### src/rtl/dice_pkg.sv
// Shared constants, FSM state type and face-legality check for the dice round judge.
package dice_pkg;

   localparam logic [1:0] PAT_DIGIT = 2'd0;
   localparam logic [1:0] PAT_ALL   = 2'd1;
   localparam logic [1:0] PAT_HBAR  = 2'd2;
   localparam logic [1:0] PAT_MID   = 2'd3;

   typedef enum logic [1:0] {
      ST_COLLECT = 2'd0,
      ST_EVAL    = 2'd1,
      ST_RESULT  = 2'd2
   } state_t;

   function automatic logic face_legal(input logic [31:0] face, input logic [31:0] max_face);
      return (face != 32'd0) && (face <= max_face);
   endfunction

endpackage

### src/rtl/dice_classifier.sv
// Combinational round classifier: pasch detection plus display pattern selection.
module dice_classifier
   import dice_pkg::*;
#(
   parameter int N_PLAYERS = 2,
   parameter int DICE_W    = 3
) (
   input  logic [N_PLAYERS*DICE_W-1:0] vals,
   output logic                        pasch,
   output logic [DICE_W-1:0]           face,
   output logic [1:0]                  pattern
);

   logic has1;
   logic has2;
   logic has3;

   always_comb begin
      pasch = 1'b1;
      has1  = 1'b0;
      has2  = 1'b0;
      has3  = 1'b0;
      face  = vals[DICE_W-1:0];
      for (int p = 0; p < N_PLAYERS; p++) begin
         if (vals[p*DICE_W +: DICE_W] != face)            pasch = 1'b0;
         if (vals[p*DICE_W +: DICE_W] == DICE_W'(1))      has1  = 1'b1;
         if (vals[p*DICE_W +: DICE_W] == DICE_W'(2))      has2  = 1'b1;
         if (vals[p*DICE_W +: DICE_W] == DICE_W'(3))      has3  = 1'b1;
      end
      // Priority order: pasch, then 1-and-2 combination, then any three.
      if (pasch)            pattern = PAT_DIGIT;
      else if (has1 && has2) pattern = PAT_ALL;
      else if (has3)        pattern = PAT_HBAR;
      else                  pattern = PAT_MID;
   end

endmodule

### src/rtl/dice_round_judge.sv
// Round evaluator: latches one roll per player, classifies the round and offers
// the result to the display stage; supports clear, optional timeout and statistics.
module dice_round_judge
   import dice_pkg::*;
#(
   parameter int N_PLAYERS = 2,
   parameter int DICE_W    = 3,
   parameter int MAX_FACE  = 6,
   parameter int TIMEOUT   = 0
) (
   input  logic                        clk,
   input  logic                        rst_n,
   input  logic [N_PLAYERS*DICE_W-1:0] dice,
   input  logic [N_PLAYERS-1:0]        rolled,
   input  logic                        clear,
   input  logic                        result_ready,
   output logic                        result_valid,
   output logic [3:0]                  digit,
   output logic [1:0]                  pattern,
   output logic                        timed_out,
   output logic [7:0]                  round_count,
   output logic [7:0]                  pasch_count,
   output logic [1:0]                  state_dbg
);

   localparam int TW = (TIMEOUT > 0) ? $clog2(TIMEOUT + 1) : 1;

   state_t                      state, state_d;
   logic [N_PLAYERS-1:0]        got, got_d, got_next, accept, load;
   logic [N_PLAYERS*DICE_W-1:0] slot_q;
   logic [TW-1:0]               timer, timer_d;
   logic                        complete, timeout_hit;
   logic                        abort, timeout_abort, do_eval;
   logic                        cls_pasch;
   logic [DICE_W-1:0]           cls_face;
   logic [1:0]                  cls_pattern;

   dice_classifier #(
      .N_PLAYERS (N_PLAYERS),
      .DICE_W    (DICE_W)
   ) u_classifier (
      .vals    (slot_q),
      .pasch   (cls_pasch),
      .face    (cls_face),
      .pattern (cls_pattern)
   );

   // Handshake: result_valid is asserted in RESULT and held until an edge with
   // result_ready high completes the transfer; clear drops the pending result.
   assign result_valid = (state == ST_RESULT);
   assign state_dbg    = state;

   always_ff @(posedge clk or negedge rst_n) begin
      if (!rst_n) state <= ST_COLLECT;
      else        state <= state_d;
   end

   always_comb begin
      accept = '0;
      for (int p = 0; p < N_PLAYERS; p++) begin
         if (rolled[p] && !got[p] &&
             face_legal(32'(dice[p*DICE_W +: DICE_W]), 32'(MAX_FACE)))
            accept[p] = 1'b1;
      end
      got_next = got | accept;
      complete = &got_next;
      // The timer reaches TIMEOUT on the edge where it would step to that value.
      timeout_hit = (TIMEOUT > 0) && (|got) && (timer == TW'(TIMEOUT - 1));

      state_d       = state;
      got_d         = got;
      timer_d       = timer;
      load          = '0;
      abort         = 1'b0;
      timeout_abort = 1'b0;
      do_eval       = 1'b0;

      case (state)
         ST_COLLECT: begin
            if (clear) begin
               abort = 1'b1;
            end else if (&got) begin
               state_d = ST_EVAL;
            end else if (timeout_hit && !complete) begin
               abort         = 1'b1;
               timeout_abort = 1'b1;
            end else begin
               got_d   = got_next;
               load    = accept;
               timer_d = (|got) ? timer + TW'(1) : '0;
            end
         end
         ST_EVAL: begin
            do_eval = 1'b1;
            state_d = ST_RESULT;
         end
         ST_RESULT: begin
            if (clear) begin
               abort   = 1'b1;
               state_d = ST_COLLECT;
            end else if (result_ready) begin
               state_d = ST_COLLECT;
               got_d   = '0;
               timer_d = '0;
            end
         end
         default: state_d = ST_COLLECT;
      endcase

      if (abort) begin
         got_d   = '0;
         timer_d = '0;
      end
   end

   always_ff @(posedge clk or negedge rst_n) begin
      if (!rst_n) begin
         got         <= '0;
         slot_q      <= '0;
         timer       <= '0;
         digit       <= 4'd0;
         pattern     <= PAT_MID;
         timed_out   <= 1'b0;
         round_count <= 8'd0;
         pasch_count <= 8'd0;
      end else begin
         got       <= got_d;
         timer     <= timer_d;
         timed_out <= timeout_abort;
         for (int p = 0; p < N_PLAYERS; p++) begin
            if (load[p]) slot_q[p*DICE_W +: DICE_W] <= dice[p*DICE_W +: DICE_W];
         end
         if (abort) pattern <= PAT_MID;
         if (do_eval) begin
            round_count <= round_count + 8'd1;
            pattern     <= cls_pattern;
            if (cls_pasch) begin
               digit <= 4'(cls_face);
               if (pasch_count != 8'hFF) pasch_count <= pasch_count + 8'd1;
            end
         end
      end
   end

endmodule

### config.mk
export PLATFORM = sky130hd
export DESIGN_NAME = dice_round_judge
export DESIGN_NICKNAME = d
export VERILOG_FILES = /design/src/rtl/dice_pkg.sv /design/src/rtl/dice_classifier.sv /design/src/rtl/dice_round_judge.sv
export SDC_FILE = /design/constraint.sdc
export NUM_CORES = 1
export LEC_CHECK = 0
export BUFFER_PORTS_ARGS = -buffer_cell sky130_fd_sc_hd__buf_2
export CORE_MARGIN = 4
export CORE_UTILIZATION = 54
export CTS_BUF_LIST = sky130_fd_sc_hd__clkbuf_4
export DETAILED_ROUTE_END_ITERATION = 8
export GPL_TIMING_DRIVEN = 0
export PLACE_DENSITY = 0.81
export SYNTH_ARGS = -nofsm -noshare
export SYNTH_HDL_FRONTEND = slang
export SYNTH_SLANG_ARGS = --single-unit
### constraint.sdc
create_clock -name clk -period 2.3 [get_ports clk]
set_clock_uncertainty 0.05 [all_clocks]
set_input_delay 0.23 -clock clk [delete_from_list [all_inputs] [get_ports clk]]
set_output_delay 0.23 -clock clk [all_outputs]
set_load 0.01 [all_outputs]
# ---- After elaboration in Yosys (flattened, before gate mapping)
# Index checks and enable logic that the tools add are counted.
dict set report word_totals {
  reg_bits 31
  inputBits 12
  word_cells 80
}
dict set report op_classes {
  n_addsub 2
  order_cmp 2
  eq_ne 17
  n_mux 29
  bitwise_logic 2
  reduce_logical 20
}
# cell count
set op_table {}
lappend op_table {{2-to-1 mux 2 bit} 15}
lappend op_table {{adder 8 x 1 -> 8 bit (second input constant)} 2}
lappend op_table {{== test 3 x 2 -> 1 bit (second input constant)} 4}
lappend op_table {{2-to-1 mux 1 bit} 12}
lappend op_table {{inequality test 3 bit (second input constant)} 3}
lappend op_table {{nonzero test 3 bit} 3}
lappend op_table {{inequality test 8 bit (second input constant)} 1}
lappend op_table {{logical AND 1 bit} 7}
lappend op_table {{== test 3 x 1 -> 1 bit (second input constant)} 2}
lappend op_table {{less-or-equal comparator 3 bit (second input constant)} 2}
lappend op_table {{inequality test 3 x 2 -> 1 bit (second input constant)} 2}
lappend op_table {{case mux 2 bit (3 select lines)} 1}
lappend op_table {{AND reduction 3 bit} 2}
lappend op_table {{AND reduction 5 bit} 1}
lappend op_table {{inequality test 2 bit (second input constant)} 2}
lappend op_table {{case mux 2 bit (2 select lines)} 1}
lappend op_table {{AND reduction 2 bit} 2}
lappend op_table {{inequality test 3 bit} 1}
lappend op_table {{== test 2 x 1 -> 1 bit (second input constant)} 1}
lappend op_table {{== test 2 bit (second input constant)} 1}
lappend op_table {{logical NOT 1 bit} 2}
lappend op_table {{logical NOT 2 bit} 1}
lappend op_table {{bitwise OR 2 bit} 1}
lappend op_table {{nonzero test 2 bit} 1}
lappend op_table {{other kinds (2)} 2}

# ---- Depth between registers and ports, before layout
dict set report depth {
  ltp_word 9
  depth_mapped 6
  depth_no_buf 5
}

# ---- Hierarchy
# Synthesis repeated with hierarchy kept, for this count alone.
dict set report unflattened {
  hier_cells 168
  hier_area_um2 1726.7
}
# module n_inst cells_per_inst area_per_inst_um2
set by_module_without_submodules {}
lappend by_module_without_submodules {dice_round_judge 1 142 1546.5}
lappend by_module_without_submodules {dice_classifier 1 26 180.2}

# ---- Worst setup path after synthesis
# Ideal clock, no wire load.
dict set report synth_timing {
  path_type {register to register}
  from {register state[0] (netlist: state_dbg[0])}
  to {register slot_q[3]}
  t_arrival_ns 1.569
  setup_slack_ns 0.556
  stages_incl_launch_ff 5
  n_path_buf 1
  period_less_slack_ns 1.744
  cell_sequence {dfrtp_1 buf_6 or3_4 or3_4 mux2_4}
}
dict set report synth_via {
  elab_chain_cells 2
}
# item line
set synth_lines {}
lappend synth_lines {{from (decl)} dice_round_judge.sv:28} ;# state_t state, state_d;
lappend synth_lines {{from (signal assigned)} dice_round_judge.sv:55} ;# else state <= state_d;
lappend synth_lines {{logical NOT 2 bit} dice_round_judge.sv:78} ;# case (state)
lappend synth_lines {{2-to-1 mux 2 bit} dice_round_judge.sv:78}
lappend synth_lines {{to (signal, indexed assignment)} dice_round_judge.sv:131} ;# if (load[p]) slot_q[p*DICE_W +: DICE_W] <= dice[p*DICE_W +: DICE_W];
lappend synth_lines {{to (decl)} dice_round_judge.sv:30} ;# logic [N_PLAYERS*DICE_W-1:0] slot_q;
# Every way passes these cells.
# A chain may end at the register's enable or synchronous reset.

# ---- Final worst setup path
dict set report layout_timing {
  from {register state[1] (netlist: state_dbg[1])}
  to {register pasch_count[1]}
}
dict set report layout_via {
  elab_chain_cells 3
}
# item line
set layout_lines {}
lappend layout_lines {{== test 2 x 1 -> 1 bit} dice_round_judge.sv:78}
lappend layout_lines {{2-to-1 mux 1 bit} dice_round_judge.sv:78}
lappend layout_lines {{AND reduction 3 bit (no source line)} --}
lappend layout_lines {{to (signal assigned)} dice_round_judge.sv:139} ;# if (pasch_count != 8'hFF) pasch_count <= pasch_count + 8'd1;
lappend layout_lines {{to (decl)} dice_round_judge.sv:22} ;# output logic [7:0] pasch_count,
# Every way passes these cells.

==> impl_results.md <==
- TritonCTS Buffers: 5
- Largest net degree at the start of global routing: 32
- Via count: 1176
- GPL Wtd Cong: 0.838
- Min Tclk post-route: 1.93 ns
- Area share of the largest cell type after synthesis: 48.5%
- GR Overflow Total: 0
- Most common cell after layout, fill and taps aside: buf_2
- Static Leak: 0.000935 µW
- Most frequent cells in the layout: buf_2 (35), dfrtp_1 (29), nand2_1 (26), nand3_1 (9), o21ai_0 (8)
- Peak VDD IR: 0.803 mV
- Syn-to-layout area delta: 20.2%
- Critical Path RT: 2.46 ns
- Post-CTS Resized: 0
- Worst slew pin tran: 0.679 ns
- Via density: 5.42
- Number of synthesized flops with an enable pin: 0
- #FFs+latches synth: 31
- Syn Area/Cell: 10.5 µm²
- Pins Over Slew Limit: 0
- Synth Cell Area: 0.00150 mm²
- Hold Crit Class: in -> reg
- First-pass DRT Iterations: 4
- Tcrit/Tclk final: 83.7%
- First-pass GRT wire length: 5.04 mm
- Max-slew headroom: 54.8%
- PD cells: 861 mW/mm²
- Worst EP arrival: 2.09 ns
- Worst R2R Start: state_dbg[1]$_DFFE_PN0P_
- Synth warn: 0
- Leading cell types by total area after synthesis: dfrtp_1 (48%), nand2_1 (6.5%), xnor2_1 (4.1%), mux2_2 (3.8%), dfstp_2 (3.5%)
- Core area: 0.00257 mm²
- IO buf count: 35
- Unique masters post-synth: 31
- Top FF cell, synth: dfrtp_1
- Fmax: 519 MHz
- Post-synth ARST share: 100%
- Pwr Total: 1550 µW
- Initial Util: 58.3%
- Initial DRC Count: 41
- Nets: 200
- Hold Vio Cnt, Final: 0
- Wire per inst: 13.4 µm
- Run status: finished clean
- Synth area leader: dfrtp_1
- Critical-path maximum fanout: 9
- Mapped Cells: 142
- Clk Latency, worst-skew pair: 0.32 ns
- Max Buffers Root-to-Sink: 2
- CTS root buf: clkbuf_4
- CP endpoint kind: register
- Start point of the critical path: state_dbg[1]$_DFFE_PN0P_
- Vias in the first global route: 1123
- Die height: 60.7 µm
- CP Class: reg -> reg
- Setup TNS Final: 0 ns
- Clock sink count: 31
- Reg clk slew, reported paths: 0.10 ns
- Number of diodes: 0
- Dpl hpwl: 2.17 mm
- Tot GR Track Use: 18.8%
- Worst Min Path Start: dice[5]
- Die Wd: 60.7 µm
- Die area: 0.00368 mm²
- Htree depth: 2
- CTS tree: yes
- Initial antenna violation count: 0
- Critical Path Source Type: register
- Max_cap viols: 0
- Final setup viols: 0
- Post-synthesis sequential area ratio: 52.0%
- # DRC: 0
- Drt total wl: 2.90 mm
- Cell row count: 18
- Post-DRT Antenna Nets: 0
- Layout cell share with drive strength beyond 1: 32.1%
- RSZ-0062 raised after global routing: false
- Num ports: 38
power breakdown:
group / switching (µW) / total (µW) / leakage, µW / internal (µW)
clock: 181 / 405 / 0.0000426 / 223
combinational: 184 / 372 / 0.000487 / 188
sequential: 121 / 773 / 0.000405 / 653
worst max-delay path, cell delays in order (launching register included):
cell     delay (ns)
dfrtp_1        0.47
and2b_1        0.35
nand4_2        0.24
nor2_1         0.34
mux2_2         0.37
through the flow:
stage	setup WS, ns	hold WS [ns]	cells	utilization (%)	area, µm²
global placement	0.456	0.249	208	66.8	1710
finish	0.374	0.109	217	70.1	1800
floorplan	0.556	-0.116	143	-	1500
detailed placement	0.399	0.262	208	66.8	1710
global route	0.257	0.0880	217	70.1	1800
CTS	0.385	0.0910	217	70.1	1800
synthesized netlist by cell type (3+ instances only):
cell type,number
nor2_1,6
xnor2_1,7
dfrtp_1,29
nand3_1,9
nor3_1,6
mux2_2,5
or3_4,3
nand2_1,26
xor2_1,6
mux2_4,3
or3_1,3
a21oi_1,4
o21ai_0,8
area by class of cell:
type	count	area [µm²]
fill	204	767
timing repair buffer	36	185
tap	30	37.5
buffer	4	30.0
multi-input combinational	108	693
clock buffer	5	37.5
clock inverter	3	38.8
sequential	31	778
flip-flops by register name (all words and copies together) (netlist names):
register / count
pattern: 2
digit: 3
round_count: 8
state_dbg: 2
slot_q: 6
pasch_count: 8
got: 2
cell families after synthesis:
group	count (synthesis)	synth area share (%)
AND/OR/NAND/NOR	68	24.4
flip-flops	31	52.0
buffers and inverters	4	2.00
multiplexers	8	6.77
XOR/XNOR	13	7.60
adder cells (fa/ha/maj)	2	1.67
other	1	0.250
AO/OA/AOI/OAI	15	5.35
per-layer routing:
metal / global-route usage (%) / vias up / share of wire (%)
met4: 4.64 / 0 / 0.76
met1: 22.9 / 560 / 43
met3: 7.66 / 2 / 6.5
li1: - / 584 / -
met5: 0 / - / 0
met2: 31.1 / 30 / 49
worst paths after layout:
check / to / slack [ns] / depth (start not counted)
worst max register to register: pasch_count[1]$_DFFE_PN0P_ / 0.37 / 4
worst max-delay path: pasch_count[1]$_DFFE_PN0P_ / 0.37 / 4
worst min-delay path: slot_q[5]$_DFFE_PN0P_ / 0.11 / 2
max in group asynchronous: slot_q[1]$_DFFE_PN0P_ / 1.34 / 2
worst min register to register: round_count[7]$_DFFE_PN0P_ / 0.42 / 1
min in group asynchronous: round_count[3]$_DFFE_PN0P_ / 0.43 / 2
what timing repair did:
action / CTS / global route
hold buffers: 1 / 0
hold endpoints to repair: 29 / 0
setup buffers: 0 / 0
(Power assumes the default switching activity.)
